### src/rtl/ctrl_pkg.sv
// Shared types and encodings for the datapath control sequencer:
// FSM states, instruction classes, opcode/ALU/shift codes and field positions.
package ctrl_pkg;

  typedef enum logic [2:0] {
    S_WAIT,
    S_DECODE,
    S_LOAD_A,
    S_LOAD_B,
    S_EXEC,
    S_WR_REG,
    S_WR_IMM,
    S_DONE
  } state_t;

  typedef enum logic [2:0] {
    CLS_IMM,
    CLS_MOVR,
    CLS_ALU2,
    CLS_CMP,
    CLS_UNARY,
    CLS_ILL
  } cls_t;

  localparam logic [2:0] OPC_MOV    = 3'b110;
  localparam logic [2:0] OPC_ALU    = 3'b101;
  localparam logic [1:0] OP_MOV_IMM = 2'b10;
  localparam logic [1:0] OP_MOV_REG = 2'b00;

  localparam logic [1:0] ALU_ADD = 2'b00;
  localparam logic [1:0] ALU_CMP = 2'b01;
  localparam logic [1:0] ALU_AND = 2'b10;
  localparam logic [1:0] ALU_MVN = 2'b11;

  localparam logic [1:0] SH_NONE = 2'b00;
  localparam logic [1:0] SH_LSL1 = 2'b01;
  localparam logic [1:0] SH_LSR1 = 2'b10;
  localparam logic [1:0] SH_ASR1 = 2'b11;

  localparam int OPC_MSB = 15;
  localparam int OPC_LSB = 13;
  localparam int OP_MSB  = 12;
  localparam int OP_LSB  = 11;
  localparam int RN_MSB  = 10;
  localparam int RN_LSB  = 8;
  localparam int RD_MSB  = 7;
  localparam int RD_LSB  = 5;
  localparam int SH_MSB  = 4;
  localparam int SH_LSB  = 3;
  localparam int RM_MSB  = 2;
  localparam int RM_LSB  = 0;
  localparam int IMM_MSB = 7;

  typedef struct packed {
    cls_t       cls;
    logic [1:0] op;
    logic [2:0] rn;
    logic [2:0] rd;
    logic [2:0] rm;
    logic [1:0] sh;
  } dec_t;

endpackage

### src/rtl/instr_dec.sv
// Combinational instruction decode: field extraction, imm8 sign-extension
// and classification of the instruction into the sequencer's execution classes.
module instr_dec
  import ctrl_pkg::*;
#(
  parameter int DW = 16
) (
  input  logic [DW-1:0] instr,
  output dec_t          dec,
  output logic [DW-1:0] sximm8
);

  logic [2:0] opc;

  assign opc    = instr[OPC_MSB:OPC_LSB];
  assign sximm8 = {{(DW-8){instr[IMM_MSB]}}, instr[IMM_MSB:0]};

  always_comb begin
    dec.op  = instr[OP_MSB:OP_LSB];
    dec.rn  = instr[RN_MSB:RN_LSB];
    dec.rd  = instr[RD_MSB:RD_LSB];
    dec.rm  = instr[RM_MSB:RM_LSB];
    dec.sh  = instr[SH_MSB:SH_LSB];
    dec.cls = CLS_ILL;
    if (opc == OPC_MOV && dec.op == OP_MOV_IMM) begin
      dec.cls = CLS_IMM;
    end else if (opc == OPC_MOV && dec.op == OP_MOV_REG) begin
      dec.cls = CLS_MOVR;
    end else if (opc == OPC_ALU) begin
      case (dec.op)
        ALU_CMP: dec.cls = CLS_CMP;
        ALU_MVN: dec.cls = CLS_UNARY;
        default: dec.cls = CLS_ALU2;
      endcase
    end
  end

endmodule

### src/rtl/datapath_ctrl.sv
// Multi-cycle sequencer: accepts one instruction via start/busy/done and
// drives the datapath control inputs cycle by cycle to execute it.
module datapath_ctrl
  import ctrl_pkg::*;
#(
  parameter int DW = 16
) (
  input  logic          clk,
  input  logic          reset,
  input  logic          start,
  input  logic [DW-1:0] instr,
  output logic          busy,
  output logic          done,
  output logic          illegal,
  output logic [2:0]    readnum,
  output logic [2:0]    writenum,
  output logic          loada,
  output logic          loadb,
  output logic          loadc,
  output logic          loads,
  output logic          asel,
  output logic          bsel,
  output logic          vsel,
  output logic          write,
  output logic [1:0]    shift,
  output logic [1:0]    ALUop,
  output logic [DW-1:0] datapath_in
);

  state_t        state_q, state_d;
  logic [DW-1:0] instr_q, instr_d;
  dec_t          dec;
  logic [DW-1:0] sximm8;

  instr_dec #(.DW(DW)) u_dec (
    .instr  (instr_q),
    .dec    (dec),
    .sximm8 (sximm8)
  );

  always_ff @(posedge clk or posedge reset) begin
    if (reset) begin
      state_q <= S_WAIT;
      instr_q <= '0;
    end else begin
      state_q <= state_d;
      instr_q <= instr_d;
    end
  end

  // The instruction register only loads on an accepted start, so instr may move freely while busy.
  always_comb begin
    instr_d = instr_q;
    state_d = state_q;
    case (state_q)
      S_WAIT: begin
        if (start) begin
          state_d = S_DECODE;
          instr_d = instr;
        end
      end
      S_DECODE: begin
        case (dec.cls)
          CLS_IMM:           state_d = S_WR_IMM;
          CLS_ALU2, CLS_CMP: state_d = S_LOAD_A;
          CLS_MOVR, CLS_UNARY: state_d = S_LOAD_B;
          default:           state_d = S_DONE;
        endcase
      end
      S_LOAD_A: state_d = S_LOAD_B;
      S_LOAD_B: state_d = S_EXEC;
      S_EXEC:   state_d = (dec.cls == CLS_CMP) ? S_DONE : S_WR_REG;
      S_WR_REG: state_d = S_DONE;
      S_WR_IMM: state_d = S_DONE;
      S_DONE:   state_d = S_WAIT;
      default:  state_d = S_WAIT;
    endcase
  end

  always_comb begin
    busy        = (state_q != S_WAIT);
    done        = 1'b0;
    illegal     = 1'b0;
    readnum     = 3'd0;
    writenum    = 3'd0;
    loada       = 1'b0;
    loadb       = 1'b0;
    loadc       = 1'b0;
    loads       = 1'b0;
    asel        = 1'b0;
    bsel        = 1'b0;
    vsel        = 1'b0;
    write       = 1'b0;
    shift       = SH_NONE;
    ALUop       = ALU_ADD;
    datapath_in = sximm8;
    case (state_q)
      S_LOAD_A: begin
        readnum = dec.rn;
        loada   = 1'b1;
      end
      S_LOAD_B: begin
        readnum = dec.rm;
        loadb   = 1'b1;
      end
      // MOV reg runs as 0 + shifted B; MVN ignores A, so both zero the A input.
      S_EXEC: begin
        shift = dec.sh;
        ALUop = (dec.cls == CLS_MOVR) ? ALU_ADD : dec.op;
        asel  = (dec.cls == CLS_MOVR) || (dec.cls == CLS_UNARY);
        loadc = (dec.cls != CLS_CMP);
        loads = (dec.cls == CLS_CMP);
      end
      S_WR_REG: begin
        writenum = dec.rd;
        write    = 1'b1;
      end
      S_WR_IMM: begin
        vsel     = 1'b1;
        writenum = dec.rn;
        write    = 1'b1;
      end
      S_DONE: begin
        done    = 1'b1;
        illegal = (dec.cls == CLS_ILL);
      end
      default: ;
    endcase
  end

endmodule

### config.mk
export PLATFORM = sky130hd
export DESIGN_NAME = datapath_ctrl
export DESIGN_NICKNAME = d
export VERILOG_FILES = /design/src/rtl/ctrl_pkg.sv /design/src/rtl/instr_dec.sv /design/src/rtl/datapath_ctrl.sv
export SDC_FILE = /design/constraint.sdc
export NUM_CORES = 1
export LEC_CHECK = 0
export CAP_MARGIN = 20
export CELL_PAD_IN_SITES_DETAIL_PLACEMENT = 1
export CELL_PAD_IN_SITES_GLOBAL_PLACEMENT = 1
export CORE_MARGIN = 2
export CORE_UTILIZATION = 29
export CTS_BUF_LIST = sky130_fd_sc_hd__clkbuf_16
export CTS_CLUSTER_DIAMETER = 30
export CTS_CLUSTER_SIZE = 40
export DETAILED_ROUTE_END_ITERATION = 10
export GPL_TIMING_DRIVEN = 0
export HOLD_SLACK_MARGIN = 0.1
export PLACE_DENSITY_LB_ADDON = 0.1
export SLEW_MARGIN = 20
export SYNTH_ARGS = -nofsm -noshare
export SYNTH_HDL_FRONTEND = slang
export SYNTH_HIERARCHICAL = 1
export SYNTH_SLANG_ARGS = --single-unit
### constraint.sdc
create_clock -name clk -period 1.7 [get_ports clk]
set_input_delay 0.34 -clock clk [delete_from_list [all_inputs] [get_ports clk]]
set_output_delay 0.34 -clock clk [all_outputs]
set_load 0.05 [all_outputs]
==> results of run 1 <==
-- repair_timing --
item                                    CTS  global route
cloned                                    0             1
gates resized for setup                 205            30
endpoints found under the setup margin   47            48
endpoints found under the hold margin     0             0
buffers inserted                         19             8
pin swaps                                11             8
-- metrics by stage --
stage	cell area (um^2)	power, mW	util [%]	hold WS, ns
finish	2630	6.05	59.5	0.521
global route	2630	6.35	59.5	0.544
CTS	2450	5.67	55.5	0.519
detailed placement	2080	4.63	47.1	0.505
global placement	2080	4.53	47.1	0.494
floorplan	1480	3.67	-	0.291
-- Yosys cell counts (2+ instances only) --
cell type	number	share of area (%)
nand2_1	2	0.56
inv_1	4	1.1
mux2_4	10	11
a21oi_1	2	0.75
dfrtp_1	19	35
and4bb_1	2	1.9
and2_1	4	1.9
nor2b_1	6	2.8
a22o_1	3	2.0
o21a_1	2	1.1
buf_4	30	17
and3_1	4	1.9
a22oi_1	3	1.7
nor3_1	3	1.1
nor4_1	2	0.93
nor2_1	4	1.1
clkbuf_1	3	0.84
mux2_2	6	5.0
and3b_1	2	1.3
-- flip-flops by register name (all words and copies together), names as in the netlist --
signal,count
state_q,3
instr_q,16
-- worst max-delay path by stage --
| stage | cells past startpoint | endpoint | slack, ns | from |
|---|---|---|---|---|
| after floorplan | 4 | asel | -0.16 | instr_q[14] |
| after global routing | 6 | asel | -0.55 | instr_q[14] |
| after CTS | 7 | asel | -0.44 | instr_q[14] |
| final | 6 | asel | -0.47 | instr_q[13] |
| after global placement | 5 | loads | -0.92 | instr_q[12] |
| after detailed placement | 6 | ALUop[0] | -0.96 | instr_q[14] |
-- cell usage in the layout (no fill, tap or decap), types with 5 or more instances in the layout --
master and instances:
dfrtp_1 13, dlygate4sd2_1 7, clkdlybuf4s50_1 18, buf_6 17, clkdlybuf4s15_2 9, mux2_4 16
dfrtp_2 6, nor2b_4 6, buf_8 11, inv_1 5, buf_4 48
-- power groups by stage --
stage          registers [mW]  clock network [mW]  logic [mW]
2_1_floorplan           0.874                   0        2.79
3_3_place_gp            0.933                   0        3.60
3_5_place_dp            0.960                   0        3.67
4_1_cts                 0.946               0.508        4.21
5_1_grt                  1.00               0.537        4.81
6_report                0.959               0.502        4.59
-- worst max-delay path, stage by stage, from the launching register on --
cell and delay, ns:
dfrtp_2 0.44, and3b_1 0.20, o31ai_4 0.32, buf_4 0.18, xnor2_2 0.07, nor3_4 0.18
buf_6 0.18
-- logic make-up (layout without fill, tap and decap cells) --
group | count (synthesis) | after routing
buf+inv | 38 | 122
simple gates | 36 | 36
flops | 19 | 19
mux | 16 | 16
compound gates | 14 | 14
xor+xnor | 2 | 2
other cells | 1 | 1
-- routing by layer --
metal / track usage [%] / part of all wire [%] / vias to the layer above
met3: 3.19 / 4.6 / 5
li1: - / - / 576
met1: 19.1 / 39 / 595
met5: 0 / 0 / -
met4: 5.03 / 1.2 / 0
met2: 30.7 / 55 / 37
-- cell type report --
cell class / instances / share of cell area, %
inverter: 4 / 0.572
buffer: 34 / 10.8
clock inverter: 1 / 0.143
tap: 52 / 2.48
multi-input combinational: 69 / 32.4
clock buffer: 3 / 2.86
sequential: 19 / 18.4
timing repair buffer: 80 / 32.4
==> results.py, run 1 <==
metrics = {
    "timing": {
        "skew_ns": 0.00374,
        "slew_violations": 0,
        "setup_viol": 32,
        "grt_setup_unrepaired": "true",
        "finalSetupTns_ns": -4.55,
        "relSlewSlack_pct": 48.1,
        "fin_crit_ns": 2.17,
        "hold_violations": 0,
        "worst_slew_pin_slew_ns": 0.778,
        "min_period_over_period_pct": 128,
        "layout_setup_ws_ns": -0.469,
        "max_freq_mhz": 461,
    },
    "cells_and_area": {
        "layout.nets": 230,
        "multiInputGateArea_um2": 851,
        "syn_to_final_growth_pct": 95.9,
        "n_antenna_cell": 0,
        "fillers": 450,
        "drive_gt1_share_pct": 72.4,
        "layout.cells.non_filler": 262,
        "seq_area_um2": 483,
    },
    "placement": {
        "hpwlAfterDp_um": 2740,
        "place_ws_ns": -0.960,
        "globalplace.congestion": 0.665,
        "place_inst": 232,
        "numPortBuffers": 54,
    },
    "detailed_routing": {
        "drt-total-wl_um": 4430,
        "vias_per_cell": 4.63,
        "wl_per_cell_um": 16.9,
        "postRouteAntennaNets": 0,
        "num_vias": 1213,
        "drcViolationCount": 0,
        "drt_pass1_iterations": 4,
        "drt-initial-drc-count": 28,
    },
    "run_status": {
        "violations": "negative setup slack",
        "status": "finished, violations left",
    },
    "power": {
        "switching_share_pct": 47.1,
        "power_switching_mw": 2.85,
        "p_comb_share_pct": 75.9,
        "vdd_drop_max_mv": 1.04,
        "p_leak_nw": 1.24,
        "clkPwrFrac_pct": 8.3,
        "p_int_mw": 3.20,
        "powerDensity_mw_per_mm2": 2310,
        "seqPwrFrac_pct": 15.9,
    },
    "die": {
        "rows": 24,
        "dieHeight_um": 72.0,
        "die_width_um": 72.0,
        "die_area_mm2": 0.00518,
        "core_mm2": 0.00441,
        "start_util_pct": 30.4,
        "pin_count": 56,
    },
    "synth": {
        "yosys.area_share.simple_pct": 18.8,
        "synth_top_family_by_area": "buffers and inverters",
        "synth_cell_types": 34,
        "syn_inst": 126,
        "yosysWarnings": 6,
        "yosysSeqAreaShare_pct": 35.5,
        "synthAdderAreaFrac_pct": 0,
        "synth_edf_count": 0,
        "synth_nets": 145,
        "synth-xor-area-share_pct": 1.31,
        "synth_ff_type": "dfrtp_1",
        "synthMuxAreaShare_pct": 16.2,
        "ys_ff_latch": 19,
        "synth_compound_area_share_pct": 7.66,
        "synth_area_mm2": 0.00134,
        "post_synth.cell_area_avg_um2": 10.6,
        "synthArstFlopShare_pct": 100,
    },
    "grt": {
        "grt_pass1_vias": 1325,
        "antenna_found_initial": 0,
        "grt_max_degree": 20,
        "track_usage_pct": 16.5,
        "grt_overflow": 0,
        "grt_pass1_wl_um": 6580,
    },
    "critical_path": {
        "cp.arrival_ns": 1.83,
        "path_max_fanout": 7,
        "reg2reg_slack_ns": -0.08,
        "criticalPathCategory": "reg2out",
        "r2r_cells": 5,
        "required_ns": 1.36,
        "worstReg2RegStart": "state_q[2]",
        "critPathLaunchType": "flip-flop",
        "r2r-end": "instr_q[4]",
        "critPathCaptureType": "output port",
    },
    "clocking": {
        "hold_buffers": 0,
        "root_buffer": "clkbuf_16",
        "clkTransAtPathRegs_ns": 0.06,
        "cts_tree": "done",
        "cts.sinks": 19,
        "htreeDepth": 1,
        "clock_path_buffers": 2,
        "insertion_delay_ns": 0.26,
        "cts_made_buffers": 3,
    },
    "hold_path": {
        "hold_path_class": "in2async",
    },
    "flow_run": {
        "cap_violations": 0,
    },
}
Power figures use the tool's default switching activity.
==> run 2: changes to the inputs <==
--- a/config.mk
+++ b/config.mk
@@ -16,7 +16,7 @@
 export DETAILED_ROUTE_END_ITERATION = 10
 export GPL_TIMING_DRIVEN = 0
 export HOLD_SLACK_MARGIN = 0.1
-export PLACE_DENSITY_LB_ADDON = 0.1
+export PLACE_DENSITY = 0.86
 export SLEW_MARGIN = 20
 export SYNTH_ARGS = -nofsm -noshare
 export SYNTH_HDL_FRONTEND = slang
==> constraint.sdc (replaced) <==
create_clock -name clk -period 1.8 [get_ports clk]
set_input_delay 0.36 -clock clk [delete_from_list [all_inputs] [get_ports clk]]
set_output_delay 0.36 -clock clk [all_outputs]
set_load 0.05 [all_outputs]
==> results.py, run 2 (same netlist as run 1, synthesis figures left out) <==
metrics = {
    "die": {
        "dieHeight_um": 72.0,
        "start_util_pct": 30.4,
        "die_area_mm2": 0.00518,
        "rows": 24,
        "die_width_um": 72.0,
        "pin_count": 56,
        "core_mm2": 0.00441,
    },
    "cells_and_area": {
        "largest_reg_flops": 16,
        "layout.cells.most_common": "buf_4",
        "reg_top3": "instr_q (16), state_q (3)",
        "syn_to_final_growth_pct": 72.8,
        "n_antenna_cell": 0,
        "design_area_mm2": 0.00232,
        "drive_gt1_share_pct": 67.3,
        "utilization_pct": 52.5,
        "fillers": 475,
        "layout.nets": 216,
        "top_register": "instr_q",
        "mostFrequentLayoutCells": "buf_4 (39), clkdlybuf4s50_1 (18), buf_6 (14), dfrtp_1 (13), mux2_4 (10)",
    },
    "run_status": {
        "violations": "negative setup slack",
        "status": "finished, violations left",
    },
    "timing": {
        "worst_slew_pin_slew_ns": 0.750,
        "hold_violations": 0,
        "relSlewSlack_pct": 50.0,
        "slew_violations": 0,
        "layout_setup_ws_ns": -0.377,
        "setup_viol": 12,
        "skew_ns": 0.00446,
        "finalSetupTns_ns": -2.28,
        "max_freq_mhz": 459,
        "fin_crit_ns": 2.18,
        "grt_setup_unrepaired": "true",
        "min_period_over_period_pct": 121,
    },
    "detailed_routing": {
        "drt-total-wl_um": 3860,
        "wl_per_cell_um": 15.6,
        "postRouteAntennaNets": 0,
        "num_vias": 1131,
        "drt_pass1_iterations": 2,
        "drt-initial-drc-count": 16,
        "vias_per_cell": 4.56,
        "drcViolationCount": 0,
    },
    "flow_run": {
        "cap_violations": 0,
    },
    "critical_path": {
        "r2r_cells": 6,
        "critPathCaptureType": "output port",
        "critPathLaunchType": "flip-flop",
        "criticalPathCategory": "reg2out",
        "required_ns": 1.44,
        "r2r-end": "state_q[2]",
        "cp.arrival_ns": 1.82,
        "worstReg2RegStart": "instr_q[13]",
        "reg2reg_slack_ns": 0.01,
        "startpoint": "instr_q[13]",
        "path_max_fanout": 7,
    },
    "grt": {
        "grt_pass1_vias": 1207,
        "grt_max_degree": 20,
        "grt_pass1_wl_um": 6170,
        "track_usage_pct": 15.8,
        "grt_overflow": 0,
        "antenna_found_initial": 0,
    },
    "clocking": {
        "insertion_delay_ns": 0.26,
        "cts_tree": "done",
        "root_buffer": "clkbuf_16",
        "hold_buffers": 0,
        "cts.sinks": 19,
        "clkTransAtPathRegs_ns": 0.06,
        "htreeDepth": 1,
        "cts_made_buffers": 3,
        "clock_path_buffers": 2,
    },
    "hold_path": {
        "worstHoldStart": "instr_q[8]",
        "worstHoldPathCells": 1,
        "hold_path_class": "reg2reg",
        "min_to": "instr_q[8]",
    },
    "placement": {
        "numPortBuffers": 54,
        "place_area_mm2": 0.00203,
        "globalplace.congestion": 0.764,
        "hpwlAfterDp_um": 2580,
    },
}
-- run 2: how the worst max path moves through the flow --
stage	to	slack, ns	depth (start not counted)
CTS	loads	-0.40	5
global route	ALUop[0]	-0.45	6
global placement	ALUop[0]	-0.86	5
finish	loads	-0.38	5
floorplan	asel	-0.11	3
detailed placement	ALUop[0]	-0.86	5
-- run 2: layout make-up --
type	count	area (um^2)	area share (%)
well taps	52	65.1	2.81
multi-input cells	69	742	32.0
repair buffers	66	658	28.4
flip-flops and latches	19	483	20.9
clock inverters	1	5.00	0.216
inverters	4	15.0	0.648
plain buffers	34	273	11.8
clock buffers	3	75.1	3.24
-- run 2: worst max-delay path: stages, from the launching register on --
cell and delay (ns):
dfrtp_2 0.42, and4bb_1 0.26, o31ai_4 0.29, and3b_2 0.26, and3_4 0.19, buf_8 0.14
-- run 2: metrics by stage --
step | instances | hold WS, ns | worst slack [ns]
final | 248 | 0.516 | -0.377
after floorplan | 126 | 0.311 | -0.112
after detailed placement | 232 | 0.509 | -0.863
after CTS | 248 | 0.522 | -0.395
after global placement | 232 | 0.494 | -0.861
after global routing | 248 | 0.543 | -0.450
-- run 2: routing by layer --
layer / track usage [%] / share of wire (%) / routed length (um) / vias to the layer above
met1: 18.7 / 40 / 1550 / 549
met2: 28.0 / 55 / 2110 / 29
met5: 0 / 0 / 0 / -
met4: 9.43 / 2.5 / 98 / 0
li1: - / - / - / 548
met3: 0.972 / 2.8 / 108 / 5
-- run 2: repair_timing --
action                                  CTS  global route
endpoints found under the setup margin   36            20
cloned                                    1             0
resized for setup                       188            17
pin swaps                                 6             2
setup buffers                            11             0
Power of run 2 is not shown: default switching activity piles up to over one toggle a cycle in this logic, so the estimate is an artifact.
==> run 3: changes to the inputs <==
--- a/config.mk
+++ b/config.mk
@@ -12,11 +12,11 @@
 export CORE_UTILIZATION = 29
 export CTS_BUF_LIST = sky130_fd_sc_hd__clkbuf_16
 export CTS_CLUSTER_DIAMETER = 30
-export CTS_CLUSTER_SIZE = 40
 export DETAILED_ROUTE_END_ITERATION = 10
 export GPL_TIMING_DRIVEN = 0
 export HOLD_SLACK_MARGIN = 0.1
 export PLACE_DENSITY = 0.86
+export SKIP_LAST_GASP = 1
 export SLEW_MARGIN = 20
 export SYNTH_ARGS = -nofsm -noshare
 export SYNTH_HDL_FRONTEND = slang
==> results.py, run 3 (same netlist as run 1, synthesis figures left out) <==
metrics = {
    "clocking": {
        "cts_made_buffers": 3,
        "root_buffer": "clkbuf_16",
        "clkTransAtPathRegs_ns": 0.06,
        "insertion_delay_ns": 0.26,
        "cts_tree": "done",
        "htreeDepth": 1,
        "clock_path_buffers": 2,
        "cts.sinks": 19,
    },
    "cells_and_area": {
        "layout.nets": 220,
        "utilization_pct": 53.0,
        "reg_top3": "instr_q (16), state_q (3)",
        "layout.cells.most_common": "buf_4",
        "largest_reg_flops": 16,
        "mostFrequentLayoutCells": "buf_4 (44), clkdlybuf4s50_1 (18), dfrtp_1 (13), buf_6 (12), mux2_4 (10)",
        "multiInputGateArea_um2": 746,
        "fillers": 475,
        "seq_area_um2": 483,
        "n_antenna_cell": 0,
        "syn_to_final_growth_pct": 74.7,
        "drive_gt1_share_pct": 68.0,
        "top_register": "instr_q",
    },
    "grt": {
        "grt_pass1_wl_um": 6150,
        "grt_overflow": 0,
        "met2_usage_pct": 27.4,
        "grtUsageMet1_pct": 19.0,
        "grt_busiest_layer": "met2",
        "grt_use_met3_pct": 0.972,
        "antenna_found_initial": 0,
        "track_usage_pct": 15.7,
        "grt_max_degree": 20,
        "grt_pass1_vias": 1195,
    },
    "timing": {
        "fin_crit_ns": 2.19,
        "grt_setup_unrepaired": "true",
        "setup_viol": 12,
        "worst_slew_pin_slew_ns": 0.748,
        "layout_setup_ws_ns": -0.387,
        "skew_ns": 0.00497,
        "min_period_over_period_pct": 122,
        "hold_violations": 0,
        "relSlewSlack_pct": 50.1,
        "slew_violations": 0,
        "finalSetupTns_ns": -2.50,
        "max_freq_mhz": 457,
    },
    "detailed_routing": {
        "drt-total-wl_um": 3880,
        "postRouteAntennaNets": 0,
        "wl_per_cell_um": 15.4,
        "drt-initial-drc-count": 23,
        "num_vias": 1145,
        "vias_per_cell": 4.54,
        "drcViolationCount": 0,
        "drt_pass1_iterations": 2,
    },
    "critical_path": {
        "critPathLaunchType": "flip-flop",
        "cp.arrival_ns": 1.83,
        "worstReg2RegStart": "instr_q[14]",
        "required_ns": 1.44,
        "reg2reg_slack_ns": 0.03,
        "r2r-end": "state_q[1]",
        "critPathCaptureType": "output port",
        "r2r_cells": 8,
        "path_max_fanout": 7,
        "criticalPathCategory": "reg2out",
    },
    "die": {
        "die_width_um": 72.0,
        "dieHeight_um": 72.0,
        "die_area_mm2": 0.00518,
        "core_mm2": 0.00441,
        "pin_count": 56,
        "start_util_pct": 30.4,
        "rows": 24,
    },
    "hold_path": {
        "min_to": "instr_q[8]",
        "hold_path_class": "reg2reg",
        "worstHoldPathCells": 1,
        "worstHoldStart": "instr_q[8]",
    },
    "run_status": {
        "status": "finished, violations left",
        "violations": "negative setup slack",
    },
    "placement": {
        "hpwlAfterDp_um": 2580,
        "globalplace.congestion": 0.764,
        "numPortBuffers": 54,
    },
    "flow_run": {
        "cap_violations": 0,
    },
}
==> run 3: cell count changes in the layout (fill, tap and decap cells not counted), sizes merged <==
cell and change:
buf +2, clkbuf +2
==> run 3: critical path, cell delays in order (launching register included) <==
cell      delay, ns
dfrtp_2        0.45
and4bb_1       0.25
o31ai_4        0.28
and3b_2        0.26
and3_4         0.19
buf_8          0.14
==> run 3: through the flow <==
stage	setup WS, ns	cells	hold slack (ns)	area [um^2]
after global routing	-0.466	252	0.543	2340
after global placement	-0.861	232	0.494	2030
final	-0.387	252	0.516	2340
after detailed placement	-0.863	232	0.509	2030
after floorplan	-0.112	126	0.311	1420
after CTS	-0.405	248	0.522	2260
==> run 3: cell type report <==
type	instances	share of cell area [%]
Clock buffer	3	3.21
Sequential cell	19	20.6
Inverter	4	0.641
Buffer	34	11.6
Multi-Input combinational cell	69	31.9
Clock inverter	1	0.214
Timing Repair Buffer	70	29.1
Tap cell	52	2.78
==> run 3: repair_timing <==
action | CTS | global route
buffers inserted | 11 | 4
setup endpoints to repair | 36 | 19
cloned | 1 | 0
pin swaps | 5 | 6
hold buffers | 0 | 0
gates resized for setup | 182 | 21
==> run 3: routing by layer <==
| metal | part of all wire, % | up-vias |
|---|---|---|
| met5 | 0 | - |
| met4 | 2.5 | 0 |
| met3 | 2.8 | 5 |
| met2 | 54 | 29 |
| met1 | 41 | 557 |
| li1 | - | 554 |
==> run 3: worst max-delay path by stage <==
| stage | to | start | slack (ns) | cells after the start |
|---|---|---|---|---|
| 6_report | loads | instr_q[14] | -0.39 | 5 |
| 5_1_grt | ALUop[0] | instr_q[14] | -0.47 | 6 |
| 4_1_cts | ALUop[0] | instr_q[14] | -0.41 | 6 |
| 3_5_place_dp | ALUop[0] | state_q[0] | -0.86 | 5 |
| 3_3_place_gp | ALUop[0] | state_q[0] | -0.86 | 5 |
| 2_1_floorplan | asel | state_q[0] | -0.11 | 3 |
Power of run 3 is left out for the same reason.
